`src/rtl/nic_injector_pkg.sv`:
```
// Mesh coordinate and flit field layout shared by NIC inject/eject logic.
// Flit, MSB to LSB: pkt_id, seq[1:0], last, src, dst, data.
`ifndef NIC_GLOBALS_SVH
`define NIC_GLOBALS_SVH
`define NUM_PORT 5
`define DST_WIDTH 4
`define X_COORD 1:0
`define Y_COORD 3:2
`define FLIT_SEQ_WIDTH 2
`define FLIT_DATA_LSB 0
`define FLIT_DST_LSB(DW) (DW)
`define FLIT_SRC_LSB(DW) ((DW) + `DST_WIDTH)
`define FLIT_LAST_BIT(DW) ((DW) + 2 * `DST_WIDTH)
`define FLIT_SEQ_LSB(DW) ((DW) + 2 * `DST_WIDTH + 1)
`define FLIT_ID_LSB(DW) ((DW) + 2 * `DST_WIDTH + 3)
`define FLIT_WIDTH(IW, DW) ((IW) + 3 + 2 * `DST_WIDTH + (DW))
`endif

package nic_injector_pkg;

    localparam int SEQ_W   = `FLIT_SEQ_WIDTH;
    localparam int COORD_W = `DST_WIDTH / 2;

    function automatic logic [SEQ_W-1:0] clamp_len(
        input logic [SEQ_W-1:0] len,
        input int               max_flits
    );
        if (int'(len) > max_flits - 1)
            return SEQ_W'(max_flits - 1);
        return len;
    endfunction

    function automatic logic [`DST_WIDTH-1:0] pack_coord(
        input int x,
        input int y
    );
        logic [`DST_WIDTH-1:0] c;
        c = '0;
        c[`X_COORD] = x[COORD_W-1:0];
        c[`Y_COORD] = y[COORD_W-1:0];
        return c;
    endfunction

endpackage

```
`src/rtl/nic_req_fifo.sv`:
```
// Synchronous request FIFO; exposes head and head+1 so the
// injector can chain packets without a bubble.
module nic_req_fifo #(
    parameter int WIDTH = 8,
    parameter int DEPTH = 4
) (
    input  logic             clk,
    input  logic             reset,
    input  logic             i_push,
    input  logic [WIDTH-1:0] i_wdata,
    input  logic             i_pop,
    output logic [WIDTH-1:0] o_head,
    output logic [WIDTH-1:0] o_next,
    output logic             o_full,
    output logic             o_empty,
    output logic             o_multi
);

    localparam int AW = $clog2(DEPTH);

    logic [WIDTH-1:0] r_mem [DEPTH];
    logic [AW-1:0]    r_rd_ptr;
    logic [AW-1:0]    r_wr_ptr;
    logic [AW:0]      r_count;
    logic             w_push;
    logic             w_pop;
    logic [AW-1:0]    w_next_ptr;

    // Full blocks a push even when the same edge pops.
    assign w_push     = i_push && !o_full;
    assign w_pop      = i_pop && !o_empty;
    assign w_next_ptr = r_rd_ptr + 1'b1;

    assign o_full  = (r_count == (AW+1)'(DEPTH));
    assign o_empty = (r_count == '0);
    assign o_multi = (r_count > (AW+1)'(1));
    assign o_head  = r_mem[r_rd_ptr];
    assign o_next  = r_mem[w_next_ptr];

    always_ff @(posedge clk) begin
        if (w_push)
            r_mem[r_wr_ptr] <= i_wdata;
    end

    always_ff @(posedge clk) begin
        if (!reset) begin
            r_rd_ptr <= '0;
            r_wr_ptr <= '0;
            r_count  <= '0;
        end else begin
            if (w_push)
                r_wr_ptr <= r_wr_ptr + 1'b1;
            if (w_pop)
                r_rd_ptr <= r_rd_ptr + 1'b1;
            case ({w_push, w_pop})
                2'b10:   r_count <= r_count + 1'b1;
                2'b01:   r_count <= r_count - 1'b1;
                default: r_count <= r_count;
            endcase
        end
    end

endmodule

```
`src/rtl/nic_injector.sv`:
```
// BLESS mesh NIC transmit side: queues core packet requests and injects
// flits on granted router slots. Optional: NIC_STARVE_DETECT_EN.
module nic_injector
    import nic_injector_pkg::*;
#(
    parameter int CORD_X        = 1,
    parameter int CORD_Y        = 1,
    parameter int DATA_WIDTH    = 32,
    parameter int MAX_FLITS     = 4,
    parameter int FIFO_DEPTH    = 4,
    parameter int ID_WIDTH      = 4,
    parameter int STARVE_THRESH = 16
) (
    input  logic                              clk,
    input  logic                              reset,
    input  logic                              req_valid,
    output logic                              req_ready,
    input  logic [`DST_WIDTH-1:0]             req_dst,
    input  logic [1:0]                        req_len,
    input  logic [MAX_FLITS*DATA_WIDTH-1:0]   req_data,
    input  logic                              inj_slot,
    output logic                              flit_valid,
    output logic [`FLIT_WIDTH(ID_WIDTH, DATA_WIDTH)-1:0] flit_out,
    output logic                              pkt_sent,
`ifdef NIC_STARVE_DETECT_EN
    output logic                              starve,
`endif
    output logic                              busy
);

    localparam int FW    = `FLIT_WIDTH(ID_WIDTH, DATA_WIDTH);
    localparam int PW    = MAX_FLITS * DATA_WIDTH;
    localparam int REQ_W = `DST_WIDTH + SEQ_W + PW;

    localparam logic [0:0] S_IDLE = 1'b0;
    localparam logic [0:0] S_SEND = 1'b1;

    localparam logic [`DST_WIDTH-1:0] SRC = pack_coord(CORD_X, CORD_Y);

    logic [0:0]            r_state;
    logic [`DST_WIDTH-1:0] r_dst;
    logic [SEQ_W-1:0]      r_len;
    logic [PW-1:0]         r_data;
    logic [SEQ_W-1:0]      r_seq;
    logic [ID_WIDTH-1:0]   r_pkt_id;
    logic                  r_flit_valid;
    logic [FW-1:0]         r_flit;
    logic                  r_pkt_sent;

    logic [REQ_W-1:0]      w_wdata;
    logic [REQ_W-1:0]      w_head;
    logic [REQ_W-1:0]      w_next;
    logic [REQ_W-1:0]      w_load;
    logic                  w_full;
    logic                  w_empty;
    logic                  w_multi;
    logic                  w_push;
    logic                  w_pop;
    logic                  w_last;
    logic [DATA_WIDTH-1:0] w_slice;
    logic [FW-1:0]         w_flit;

    assign w_wdata = {req_dst, req_len, req_data};
    assign w_push  = req_valid && !w_full;
    assign w_last  = (r_seq == r_len);
    assign w_pop   = (r_state == S_SEND) && inj_slot && w_last;

    // Chained packets come from head+1 since head is popped this edge.
    assign w_load  = (r_state == S_SEND) ? w_next : w_head;

    nic_req_fifo #(
        .WIDTH (REQ_W),
        .DEPTH (FIFO_DEPTH)
    ) u_req_fifo (
        .clk     (clk),
        .reset   (reset),
        .i_push  (w_push),
        .i_wdata (w_wdata),
        .i_pop   (w_pop),
        .o_head  (w_head),
        .o_next  (w_next),
        .o_full  (w_full),
        .o_empty (w_empty),
        .o_multi (w_multi)
    );

    always_comb begin
        w_slice = r_data[DATA_WIDTH*int'(r_seq) +: DATA_WIDTH];
    end

    always_comb begin
        w_flit = '0;
        w_flit[`FLIT_DATA_LSB +: DATA_WIDTH]            = w_slice;
        w_flit[`FLIT_DST_LSB(DATA_WIDTH) +: `DST_WIDTH] = r_dst;
        w_flit[`FLIT_SRC_LSB(DATA_WIDTH) +: `DST_WIDTH] = SRC;
        w_flit[`FLIT_LAST_BIT(DATA_WIDTH)]              = w_last;
        w_flit[`FLIT_SEQ_LSB(DATA_WIDTH) +: SEQ_W]      = r_seq;
        w_flit[`FLIT_ID_LSB(DATA_WIDTH) +: ID_WIDTH]    = r_pkt_id;
    end

    always_ff @(posedge clk) begin
        if (!reset) begin
            r_state      <= S_IDLE;
            r_dst        <= '0;
            r_len        <= '0;
            r_data       <= '0;
            r_seq        <= '0;
            r_pkt_id     <= '0;
            r_flit_valid <= 1'b0;
            r_flit       <= '0;
            r_pkt_sent   <= 1'b0;
        end else begin
            r_flit_valid <= 1'b0;
            r_pkt_sent   <= 1'b0;
            case (r_state)
                S_IDLE: begin
                    if (!w_empty) begin
                        r_dst   <= w_load[REQ_W-1 -: `DST_WIDTH];
                        r_len   <= clamp_len(w_load[PW +: SEQ_W],
                                             MAX_FLITS);
                        r_data  <= w_load[PW-1:0];
                        r_seq   <= '0;
                        r_state <= S_SEND;
                    end
                end
                S_SEND: begin
                    if (inj_slot) begin
                        r_flit_valid <= 1'b1;
                        r_flit       <= w_flit;
                        if (w_last) begin
                            r_pkt_sent <= 1'b1;
                            r_pkt_id   <= r_pkt_id + 1'b1;
                            r_seq      <= '0;
                            if (w_multi) begin
                                r_dst  <= w_load[REQ_W-1 -: `DST_WIDTH];
                                r_len  <= clamp_len(w_load[PW +: SEQ_W],
                                                    MAX_FLITS);
                                r_data <= w_load[PW-1:0];
                            end else begin
                                r_state <= S_IDLE;
                            end
                        end else begin
                            r_seq <= r_seq + 1'b1;
                        end
                    end
                end
                default: r_state <= S_IDLE;
            endcase
        end
    end

    assign req_ready  = !w_full;
    assign flit_valid = r_flit_valid;
    assign flit_out   = r_flit;
    assign pkt_sent   = r_pkt_sent;
    assign busy       = !w_empty || (r_state != S_IDLE);

`ifdef NIC_STARVE_DETECT_EN
    localparam int SC_W = $clog2(STARVE_THRESH + 1);

    logic [SC_W-1:0] r_starve_cnt;

    // Saturates so a long stall cannot wrap back below threshold.
    always_ff @(posedge clk) begin
        if (!reset) begin
            r_starve_cnt <= '0;
        end else if ((r_state == S_SEND) && !inj_slot) begin
            if (r_starve_cnt < SC_W'(STARVE_THRESH))
                r_starve_cnt <= r_starve_cnt + 1'b1;
        end else begin
            r_starve_cnt <= '0;
        end
    end

    assign starve = (r_starve_cnt >= SC_W'(STARVE_THRESH));
`else
    logic w_unused_thresh;
    assign w_unused_thresh = (STARVE_THRESH != 0);
`endif

endmodule

```
`config.mk`:
```
export PLATFORM = sky130hd
export DESIGN_NAME = nic_injector
export DESIGN_NICKNAME = d
export VERILOG_FILES = /design/src/rtl/nic_injector_pkg.sv /design/src/rtl/nic_req_fifo.sv /design/src/rtl/nic_injector.sv
export SDC_FILE = /design/constraint.sdc
export NUM_CORES = 1
export LEC_CHECK = 0
export BUFFER_PORTS_ARGS = -buffer_cell sky130_fd_sc_hd__buf_4
export CORE_MARGIN = 1
export CORE_UTILIZATION = 35
export CTS_CLUSTER_SIZE = 20
export DETAILED_ROUTE_END_ITERATION = 8
export SETUP_SLACK_MARGIN = 0.15
export SYNTH_ARGS = -nofsm -noshare
export SYNTH_HDL_FRONTEND = slang
export SYNTH_SLANG_ARGS = --single-unit
```
`constraint.sdc`:
```
create_clock -name clk -period 8.3 [get_ports clk]
set_input_delay 2.49 -clock clk [delete_from_list [all_inputs] [get_ports clk]]
set_output_delay 2.49 -clock clk [all_outputs]
set_load 0.1 [all_outputs]
```
==> results by group, run 1 <==
Routing
  – DR DRC count: 0
  – First-pass DRT Iterations: 5
  – Antenna Violating Nets Remaining: 0
  – Routed WL per cell: 25.8 um
  – DRT iter0 DRCs: 1704
  – DR vias/cell: 5.68
  – Final wirelength: 88700 um
  – Vias: 19600

Synthesis
  – Top FF cell, synth: edfxtp_1
  – Netlist cell types: 40
  – EDFF count, synth: 536
  – Count leader, synth: edfxtp_1
  – Post-Syn Area: 31900 um^2
  – Syn_area_per_cell: 15.2 um^2
  – Sequential element share of the synthesized area: 62.7%
  – Ranking of synthesized cells by area: edfxtp_1 (50%), dfxtp_1 (12%), mux4_2 (12%)
  – Mapped Cells: 2107
  – Yosys warns: 0
  – Synth async-reset ratio: 0%
  – Most frequent cells after synthesis: edfxtp_1 (536), a21oi_1 (312), mux2i_1 (271)
  – Yosys reg bits: 732
  – Synth top area share: 50.4%
  – Post-synth top area cell: edfxtp_1

Floorplan
  – Core area: 90100 um^2
  – Die X: 304 um
  – Die ar.: 92400 um^2
  – FP Rows: 110
  – Ports: 189
  – Die Y: 304 um
  – Initial Util: 35.4%

Critical path
  – Crit-path max FO: 80
  – CP startpoint kind: primary input
  – CP max stage cell: and2_4
  – Crit path cell chain: buf_4 -> inv_1 -> o31ai_4 -> buf_4 -> and2_4 -> buf_4 -> a211oi_1
  – Most used cell, CP: buf_4
  – CP Data Required Time: 8.75 ns
  – CP peak stage delay: 0.98 ns
  – Worst setup EP type: flip-flop
  – Crit-path leading delay family: buffers and inverters
  – Critical path buffers and inverters: 4
  – WP data arrival: 5.33 ns
  – Setup CP Type: in2reg

Power
  – Internal: 7.44 mW
  – Clk network pwr share: 32.4%
  – Leak: 11.3 nW
  – P per Cell Area: 298 nW/um^2
  – Combinational power share: 23.7%
  – Psw: 3.55 mW
  – VDD IR max: 0.000240 V
  – Reg power frac: 43.9%
  – Sw frac: 32.3%

Clocking
  – H-tree depth: 3
  – CTS Root Cell: clkbuf_16
  – Hold_buf cts: 0
  – CTS tree: built
  – Worst-skew pair later-pin latency: 0.64 ns
  – Total CTS buffers: 78
  – TritonCTS sink count: 732
  – CTS max path bufs: 3
  – CTS resizes: 0
  – # Post-CTS Setup Buffers: 0
  – Clock-pin slew on the worst setup and hold paths: 0.06 ns

STA
  – Fin crit period: 4.89 ns
  – Fmax: 205 MHz
  – Pins Over Slew Limit: 0
  – Final setup violation count: 0
  – RSZ-0062 raised after global routing: no
  – Slew @ Worst Pin: 1.16 ns
  – Fin crit share: 58.9%
  – Fin. Hold Viols: 0
  – Max_slew headroom: 22.6%
  – Sum Neg Setup Slack: 0 ns
  – Final clock skew: 0.0251 ns

Placed design
  – Routability-driven placement congestion ratio: 0.826
  – PortBufs: 186
  – DP HPWL: 54800 um
  – Placed Cells incl. Taps: 3302

Layout
  – NumNets Final: 2353
  – Layout cells sized above 1: 25.4%
  – Area added between synthesis and finish: 15.6%
  – # fillers: 8055
  – Final std cells w/o fill: 3444

Global route
  – Pin count of the biggest net entering global routing: 123
  – Vias in the first global route: 19800
  – Grt met3 use: 4.25%
  – Met1 Track Usage GR: 24.6%
  – GRT Residual Overflow: 0
  – First-pass GRT wire length: 130000 um
  – GR Layer Usage met2: 30.5%
  – Total GRT Usage: 18.8%
  – Grt peak-use layer: met2
  – Antenna violations before repair: 5

Worst hold path
  – Hold crit path type: reg2reg

Job
  – Max Cap Violations: 0

Status
  – Status: completed
## cell families after synthesis
| logic type | after synthesis | share of synthesized area (%) |
|---|---|---|
| other | 1 | 0.0117 |
| adder cells (fa/ha/maj) | 9 | 0.353 |
| multiplexers | 438 | 20.3 |
| AO/OA/AOI/OAI | 588 | 11.9 |
| XOR/XNOR | 8 | 0.302 |
| flip-flops | 732 | 62.7 |
| buffers and inverters | 200 | 2.80 |
| AND/OR/NAND/NOR | 131 | 1.71 |
## layout by cell type, fill, tap and decap left out, drive strengths merged
cell,count
dfxtp,196
clkinvlp,8
a2111oi,1
nand2,92
nand4,1
and2,6
diode,1
ha,9
nor2b,3
o22ai,133
a211oi,135
nor2,16
edfxtp,536
or2,1
o31ai,1
a31o,1
a21boi,1
or3,1
o211a,1
inv,13
o21ai,2
nand2b,6
nand3,1
mux2i,271
a21oi,312
xnor2,4
xor2,4
clkinv,25
nor4,3
bufinv,10
conb,2
clkbuf,94
mux4,167
a31oi,1
buf,209
nor3,1
## final cells by class
| class | count | area, um^2 | share of cell area, % |
|---|---|---|---|
| Antenna cell | 1 | 2.50 | 0.00678 |
| Clock buffer | 94 | 2080 | 5.65 |
| Clock inverter | 47 | 551 | 1.49 |
| Inverter | 9 | 38.8 | 0.105 |
| Multi-Input combinational cell | 1176 | 11100 | 29.9 |
| Sequential cell | 732 | 20000 | 54.3 |
| Tap cell | 1176 | 1470 | 3.99 |
| Timing Repair Buffer | 209 | 1680 | 4.55 |
## tightest hold or removal path, delay by kind of cell, from the launching register on
kind               cells  cell delay, ns
and+or+nand+nor        1            0.05
AOI/OAI and AO/OA      1            0.05
DFF                    1            0.31
## layer usage
layer	routed length, um	vias up
met5	64	-
met4	2820	10
met3	6280	131
met2	42500	648
met1	37000	10100
li1	-	8637
## state kept, by name, indices dropped and copies added (netlist names), named ones only
| name | flops |
|---|---|
| u_req_fifo.r_mem | 536 |
| r_dst | 4 |
| u_req_fifo.r_wr_ptr | 2 |
| flit_valid | 1 |
| r_len | 2 |
| pkt_sent | 1 |
| u_req_fifo.r_rd_ptr | 2 |
| u_req_fifo.r_count | 3 |
| r_state | 1 |
| flit_out | 44 |
| r_seq | 2 |
| r_data | 128 |
| r_pkt_id | 4 |
## stage by stage
step / utilization [%] / area (um^2) / hold slack, ns / total power, mW / worst slack [ns]
final: 41.0 / 36900 / 0.461 / 11.0 / 3.41
after global routing: 41.0 / 36900 / 0.486 / 11.4 / 3.27
after CTS: 41.0 / 36900 / 0.461 / 11.1 / 3.49
after detailed placement: 38.0 / 34300 / 0.453 / 7.50 / 2.83
after global placement: 38.0 / 34300 / 0.445 / 7.44 / 2.89
after floorplan: - / 31900 / 0.432 / 6.58 / 1.79
## power by group through the flow
stage | Sequential, mW | Clock [mW] | Combinational, mW
2_1_floorplan | 4.81 | 0 | 1.76
4_1_cts | 4.81 | 3.63 | 2.62
3_5_place_dp | 4.88 | 0 | 2.62
3_3_place_gp | 4.87 | 0 | 2.57
5_1_grt | 4.86 | 3.76 | 2.79
6_report | 4.82 | 3.56 | 2.60
## final timing paths
path                                  start                                 end  slack (ns)  depth (start not counted)
setup / recovery                   inj_slot             r_data[83]$_SDFFE_PN0P_        3.41                          7
hold reg to reg   flit_out[43]$_SDFFE_PN0P_           flit_out[43]$_SDFFE_PN0P_        0.46                          2
setup reg to reg         r_state$_SDFF_PN0_  u_req_fifo.r_count[2]$_SDFFE_PN0P_        4.30                          6
hold / removal    flit_out[43]$_SDFFE_PN0P_           flit_out[43]$_SDFFE_PN0P_        0.46                          2
Power figures use the tool's default switching activity.
==> inputs of run 2 (changes only) <==
- clock period: 8.3 -> 4.7 ns (I/O delays scaled with it)
==> results by group, run 2 (same netlist as run 1, synthesis figures left out) <==
Floorplan
  – Die ar.: 92400 um^2 (unchanged)
  – Core area: 90100 um^2 (unchanged)
  – Initial Util: 35.4% (unchanged)
  – Die Y: 304 um (unchanged)
  – Ports: 189 (unchanged)
  – FP Rows: 110 (unchanged)
  – Die X: 304 um (unchanged)

Critical path
  – Setup CP Type: reg2out
  – CP startpoint kind: flip-flop
  – CP Data Required Time: 3.29 ns (-5.46 ns)
  – Worst setup EP type: output pin
  – WP data arrival: 1.98 ns (-3.35 ns)
  – Crit-path max FO: 4 (-95%)

Layout
  – Reg with most FFs: u_req_fifo.r_mem
  – Layout cells sized above 1: 26.6% (+1.2 points)
  – Most frequent cells in the layout: edfxtp_1 (536), a21oi_1 (312), mux2i_1 (271), buf_4 (217), dfxtp_1 (190)
  – Final std cells w/o fill: 3480 (+1.0%)
  – Util after Layout: 41.6% (+0.65 points)
  – Most common cell after layout, fill and taps aside: edfxtp_1
  – NumNets Final: 2385 (+1.4%)
  – Area added between synthesis and finish: 17.5%
  – Max reg flops: 536 (unchanged)

Routing
  – Antenna Violating Nets Remaining: 0 (unchanged)
  – Routed WL per cell: 25.9 um (+0.49%)
  – First-pass DRT Iterations: 5 (unchanged)
  – DR DRC count: 0 (unchanged)
  – Vias: 19700 (+0.64%)
  – Final wirelength: 90100 um (+1.5%)
  – DRT iter0 DRCs: 1709 (+0.29%)
  – DR vias/cell: 5.66 (-0.40%)

Global route
  – Antenna violations before repair: 8 (+3)
  – Pin count of the biggest net entering global routing: 135 (+9.8%)
  – Vias in the first global route: 19900 (+0.42%)
  – Total GRT Usage: 19.2% (+0.33 points)
  – First-pass GRT wire length: 132000 um (+1.5%)
  – GRT Residual Overflow: 0 (unchanged)

Power
  – P per Cell Area: 528 nW/um^2 (+77%)
  – VDD IR max: 0.000343 V (+43%)
  – Leak: 11.6 nW (+2.9%)

Status
  – Status: completed

STA
  – Fin. Hold Viols: 0 (unchanged)
  – Worst Hold Slack: 0.457 ns (-0.00431 ns)
  – Final clock skew: 0.0218 ns (-0.00327 ns)
  – Fin crit period: 3.39 ns
  – Slew @ Worst Pin: 1.01 ns (-0.152 ns)
  – Final setup violation count: 0 (unchanged)
  – RSZ-0062 raised after global routing: no
  – Fmax: 295 MHz
  – Sum Neg Setup Slack: 0 ns (unchanged)
  – Fin crit share: 72.2%
  – Max_slew headroom: 32.8% (+10 points)
  – Pins Over Slew Limit: 0 (unchanged)

Clocking
  – CTS tree: built
  – Clock-pin slew on the worst setup and hold paths: 0.06 ns (about the same)
  – Hold_buf cts: 0 (unchanged)
  – CTS Root Cell: clkbuf_16
  – CTS max path bufs: 3 (unchanged)
  – Worst-skew pair later-pin latency: 0.64 ns (about the same)
  – # Post-CTS Setup Buffers: 0 (unchanged)
  – CTS resizes: 0 (unchanged)
  – TritonCTS sink count: 732 (unchanged)
  – H-tree depth: 3 (unchanged)
  – Total CTS buffers: 79 (+1.3%)

Placed design
  – PortBufs: 186 (unchanged)
  – Placed Cells incl. Taps: 3333 (+0.94%)
  – Routability-driven placement congestion ratio: 0.807 (-2.2%)
  – DP HPWL: 58800 um (+7.4%)

Job
  – Max Cap Violations: 0 (unchanged)

Worst hold path
  – Hold crit path type: reg2reg
==> run 2: cell count changes in the layout (fill, tap and decap cells not counted), moves of 2 or more <==
cell,previous run,this run
clkbuf_16,80,87
buf_12,9,23
clkbuf_4,0,3
clkinv_2,11,8
buf_4,200,217
clkinv_8,2,0
clkinvlp_4,8,2
inv_6,3,5
clkbuf_8,3,5
==> run 2: power by group <==
| part | leakage [nW] | switching [mW] | total, mW | internal [mW] |
|---|---|---|---|---|
| clock network | 1.38 | 2.58 | 6.61 | 4.03 |
| logic | 3.70 | 3.07 | 4.75 | 1.67 |
| registers | 6.54 | 0.632 | 8.45 | 7.81 |
==> run 2: through the flow <==
| stage | area, um^2 | setup WS (ns) | power (mW) |
|---|---|---|---|
| after global routing | 37500 | 1.22 | 20.6 |
| after CTS | 37500 | 1.30 | 19.9 |
| after floorplan | 31900 | 0.746 | 11.6 |
| final | 37500 | 1.31 | 19.8 |
| after detailed placement | 34700 | 1.26 | 13.3 |
| after global placement | 34700 | 1.30 | 13.2 |
==> run 2: final timing paths <==
check,startpoint,to,slack (ns),cells after the start
setup / recovery,u_req_fifo.r_count[1]$_SDFFE_PN0P_,busy,1.31,5
hold / removal,flit_out[46]$_SDFFE_PN0P_,flit_out[46]$_SDFFE_PN0P_,0.46,2
setup reg to reg,r_state$_SDFF_PN0_,r_data[54]$_SDFFE_PN0P_,1.72,5
hold reg to reg,flit_out[46]$_SDFFE_PN0P_,flit_out[46]$_SDFFE_PN0P_,0.46,2
==> run 2: worst max-delay path: stages (launching register included) <==
cell and delay, ns:
dfxtp_1 0.36, inv_1 0.11, ha_1 0.24, nor2b_1 0.16, nand2b_1 0.15, buf_4 0.32
==> run 2: metal layers <==
| metal | track usage, % | routed length [um] | vias up | share of wire [%] |
|---|---|---|---|---|
| met5 | 0 | 68 | - | 0.075 |
| met4 | 5.99 | 2550 | 12 | 2.8 |
| met3 | 4.94 | 6770 | 133 | 7.5 |
| met2 | 31.0 | 43700 | 639 | 48 |
| met1 | 25.2 | 37000 | 10200 | 41 |
| li1 | - | - | 8715 | - |
==> run 2: final cells by class <==
type	instances	area, um^2
antenna	2	5.00
timing repair buffer	240	2090
tap	1176	1470
inverter	9	38.8
multi-input combinational	1176	11100
clock buffer	106	2310
clock inverter	39	500
fill	8010	52600
sequential	732	20000
==> inputs of run 3 (changes only) <==
- clock period: 4.7 -> 3.45 ns (I/O delays scaled with it)
==> results by group, run 3 (same netlist as run 1, synthesis figures left out) <==
Status
  – Status: completed

Critical path
  – Capture point of the worst path: busy
  – Reg2Reg Capture Point: r_data[88]$_SDFFE_PN0P_
  – CP Data Required Time: 2.41 ns (-0.88 ns)
  – FF-to-FF Start: u_req_fifo.r_rd_ptr[0]$_SDFFE_PN0P_
  – CP peak stage delay: 0.38 ns (+0.02 ns)
  – Crit. path cell count: 5 (unchanged)
  – Setup CP Type: reg2out
  – Crit-path leading delay family: buffers and inverters
  – Setup slack, reg-to-reg: 0.98 ns (-0.74 ns)
  – Worst reg-to-reg path cell count: 5 (unchanged)
  – Worst setup EP type: output pin
  – Critical path buffers and inverters: 2 (unchanged)
  – WP data arrival: 2.04 ns (+0.06 ns)
  – Setup crit start: u_req_fifo.r_count[1]$_SDFFE_PN0P_
  – CP startpoint kind: flip-flop
  – CP max stage cell: dfxtp_1
  – Crit path cell chain: inv_1 -> ha_1 -> nor2b_1 -> nand2b_1 -> buf_4
  – Crit-path max FO: 4 (unchanged)

Routing
  – Final wirelength: 90400 um (+0.36%)
  – DR DRC count: 0 (unchanged)
  – DR vias/cell: 5.63 (-0.53%)
  – First-pass DRT Iterations: 5 (unchanged)
  – Antenna Violating Nets Remaining: 0 (unchanged)
  – Routed WL per cell: 25.6 um (-1.0%)
  – DRT iter0 DRCs: 1747 (+2.2%)
  – Vias: 19800 (+0.84%)

Clocking
  – CTS Root Cell: clkbuf_16
  – Worst-skew pair later-pin latency: 0.63 ns (about the same)
  – Total CTS buffers: 79 (unchanged)
  – TritonCTS sink count: 732 (unchanged)
  – # Post-CTS Setup Buffers: 0 (unchanged)
  – CTS resizes: 0 (unchanged)
  – Clock-pin slew on the worst setup and hold paths: 0.06 ns (about the same)
  – CTS max path bufs: 3 (unchanged)
  – CTS tree: built
  – Hold_buf cts: 0 (unchanged)
  – H-tree depth: 3 (unchanged)

Layout
  – Most common cell after layout, fill and taps aside: edfxtp_1
  – Area occupied by multi-input gates: 11100 um^2 (unchanged)
  – NumNets Final: 2431 (+1.9%)
  – Area added between synthesis and finish: 18.5%
  – Layout cells sized above 1: 28.2% (+1.6 points)
  – Reg area: 20000 um^2 (unchanged)
  – Final std cells w/o fill: 3528 (+1.4%)
  – Max reg flops: 536 (unchanged)
  – Reg with most FFs: u_req_fifo.r_mem
  – # fillers: 8015 (+0.062%)
  – Most frequent cells in the layout: edfxtp_1 (536), a21oi_1 (312), mux2i_1 (271), buf_4 (251), dfxtp_1 (190)

STA
  – Final setup violation count: 0 (unchanged)
  – Fin crit share: 89.0%
  – Max_slew headroom: 46.0% (+13 points)
  – RSZ-0062 raised after global routing: no
  – Worst Hold Slack: 0.455 ns (-0.00179 ns)
  – Fin. Hold Viols: 0 (unchanged)
  – Pins Over Slew Limit: 0 (unchanged)
  – Slew @ Worst Pin: 0.809 ns (-0.199 ns)
  – Fmax: 326 MHz
  – Final clock skew: 0.0179 ns (-0.00390 ns)
  – Fin crit period: 3.07 ns

Placed design
  – PortBufs: 186 (unchanged)
  – Routability-driven placement congestion ratio: 0.821 (+1.6%)
  – Placed Cells incl. Taps: 3379 (+1.4%)
  – DP HPWL: 60800 um (+3.3%)

Global route
  – Vias in the first global route: 20000 (+0.73%)
  – Total GRT Usage: 19.2% (+0.023 points)
  – GRT Residual Overflow: 0 (unchanged)
  – Antenna violations before repair: 7 (-1)
  – First-pass GRT wire length: 132000 um (-0.31%)
  – Pin count of the biggest net entering global routing: 135 (unchanged)

Floorplan
  – Ports: 189 (unchanged)
  – Core area: 90100 um^2 (unchanged)
  – Initial Util: 35.4% (unchanged)
  – Die Y: 304 um (unchanged)
  – Die ar.: 92400 um^2 (unchanged)
  – FP Rows: 110 (unchanged)
  – Die X: 304 um (unchanged)

Power
  – Power consumption: 26.7 mW (+35%)
  – P per Cell Area: 705 nW/um^2 (+34%)
  – Leak: 11.8 nW (+1.9%)
  – VDD IR max: 0.000440 V (+28%)

Worst hold path
  – Hold depth: 2 (unchanged)
  – Hold crit path type: reg2reg

Job
  – Max Cap Violations: 0 (unchanged)
==> run 3: changes by cell type in the layout (fill, tap and decap cells not counted) <==
cell and change:
clkinv_2 +9, inv_4 +2, clkbuf_4 -3, diode_2 +2, clkinv_1 -5, clkbuf_8 +4, clkbuf_2 -1, buf_4 +34
clkinv_4 +1, clkbuf_16 -4, clkinvlp_4 +1, clkbuf_1 +1, buf_12 +12, bufinv_16 -5
==> run 3: worst min-delay path, cell delays in order, from the launching register on <==
cell	delay, ns
dfxtp_1	0.31
nand2_1	0.05
a21oi_1	0.05
==> run 3: final cells by class <==
cell class                      instances  share of cell area (%)
Inverter                                9                   0.102
Tap cell                             1176                    3.89
Clock inverter                         42                    1.07
Antenna cell                            4                  0.0264
Timing Repair Buffer                  286                    6.83
Multi-Input combinational cell       1176                    29.2
Sequential cell                       732                    52.9
Clock buffer                          103                    5.92
==> run 3: worst min path at each step <==
| stage | to | startpoint |
|---|---|---|
| after CTS | flit_out[32]$_SDFFE_PN0P_ | flit_out[32]$_SDFFE_PN0P_ |
| after detailed placement | flit_out[32]$_SDFFE_PN0P_ | flit_out[32]$_SDFFE_PN0P_ |
| after global placement | flit_out[1]$_SDFFE_PN0P_ | flit_out[1]$_SDFFE_PN0P_ |
| after global routing | flit_out[34]$_SDFFE_PN0P_ | flit_out[34]$_SDFFE_PN0P_ |
| final | flit_out[32]$_SDFFE_PN0P_ | flit_out[32]$_SDFFE_PN0P_ |
| after floorplan | flit_out[32]$_SDFFE_PN0P_ | r_dst[0]$_SDFFE_PN0P_ |
==> run 3: routing by layer <==
metal  routed length [um]  global-route usage [%]  vias up
met4                 2320                    5.70        8
met1                38200                    25.7    10200
met2                43600                    31.4      671
met3                 6280                    3.87      127
met5                   40                       0        -
li1                     -                       -     8814
==> run 3: stage by stage <==
step,instance area (um^2),setup WS [ns],utilization [%],TNS (ns)
after floorplan,31900,-0.129,-,-69.20
after detailed placement,35200,0.758,39.0,0
after CTS,37800,0.354,42.0,0
after global placement,35200,0.695,39.0,0
final,37800,0.380,42.0,0
after global routing,37800,0.301,42.0,0
==> run 3: report_power, final <==
part	internal, mW	total [mW]	switching (mW)
logic	2.41	6.65	4.24
registers	10.6	11.5	0.873
clock network	5.01	8.52	3.52
total	18.1	26.7	8.63
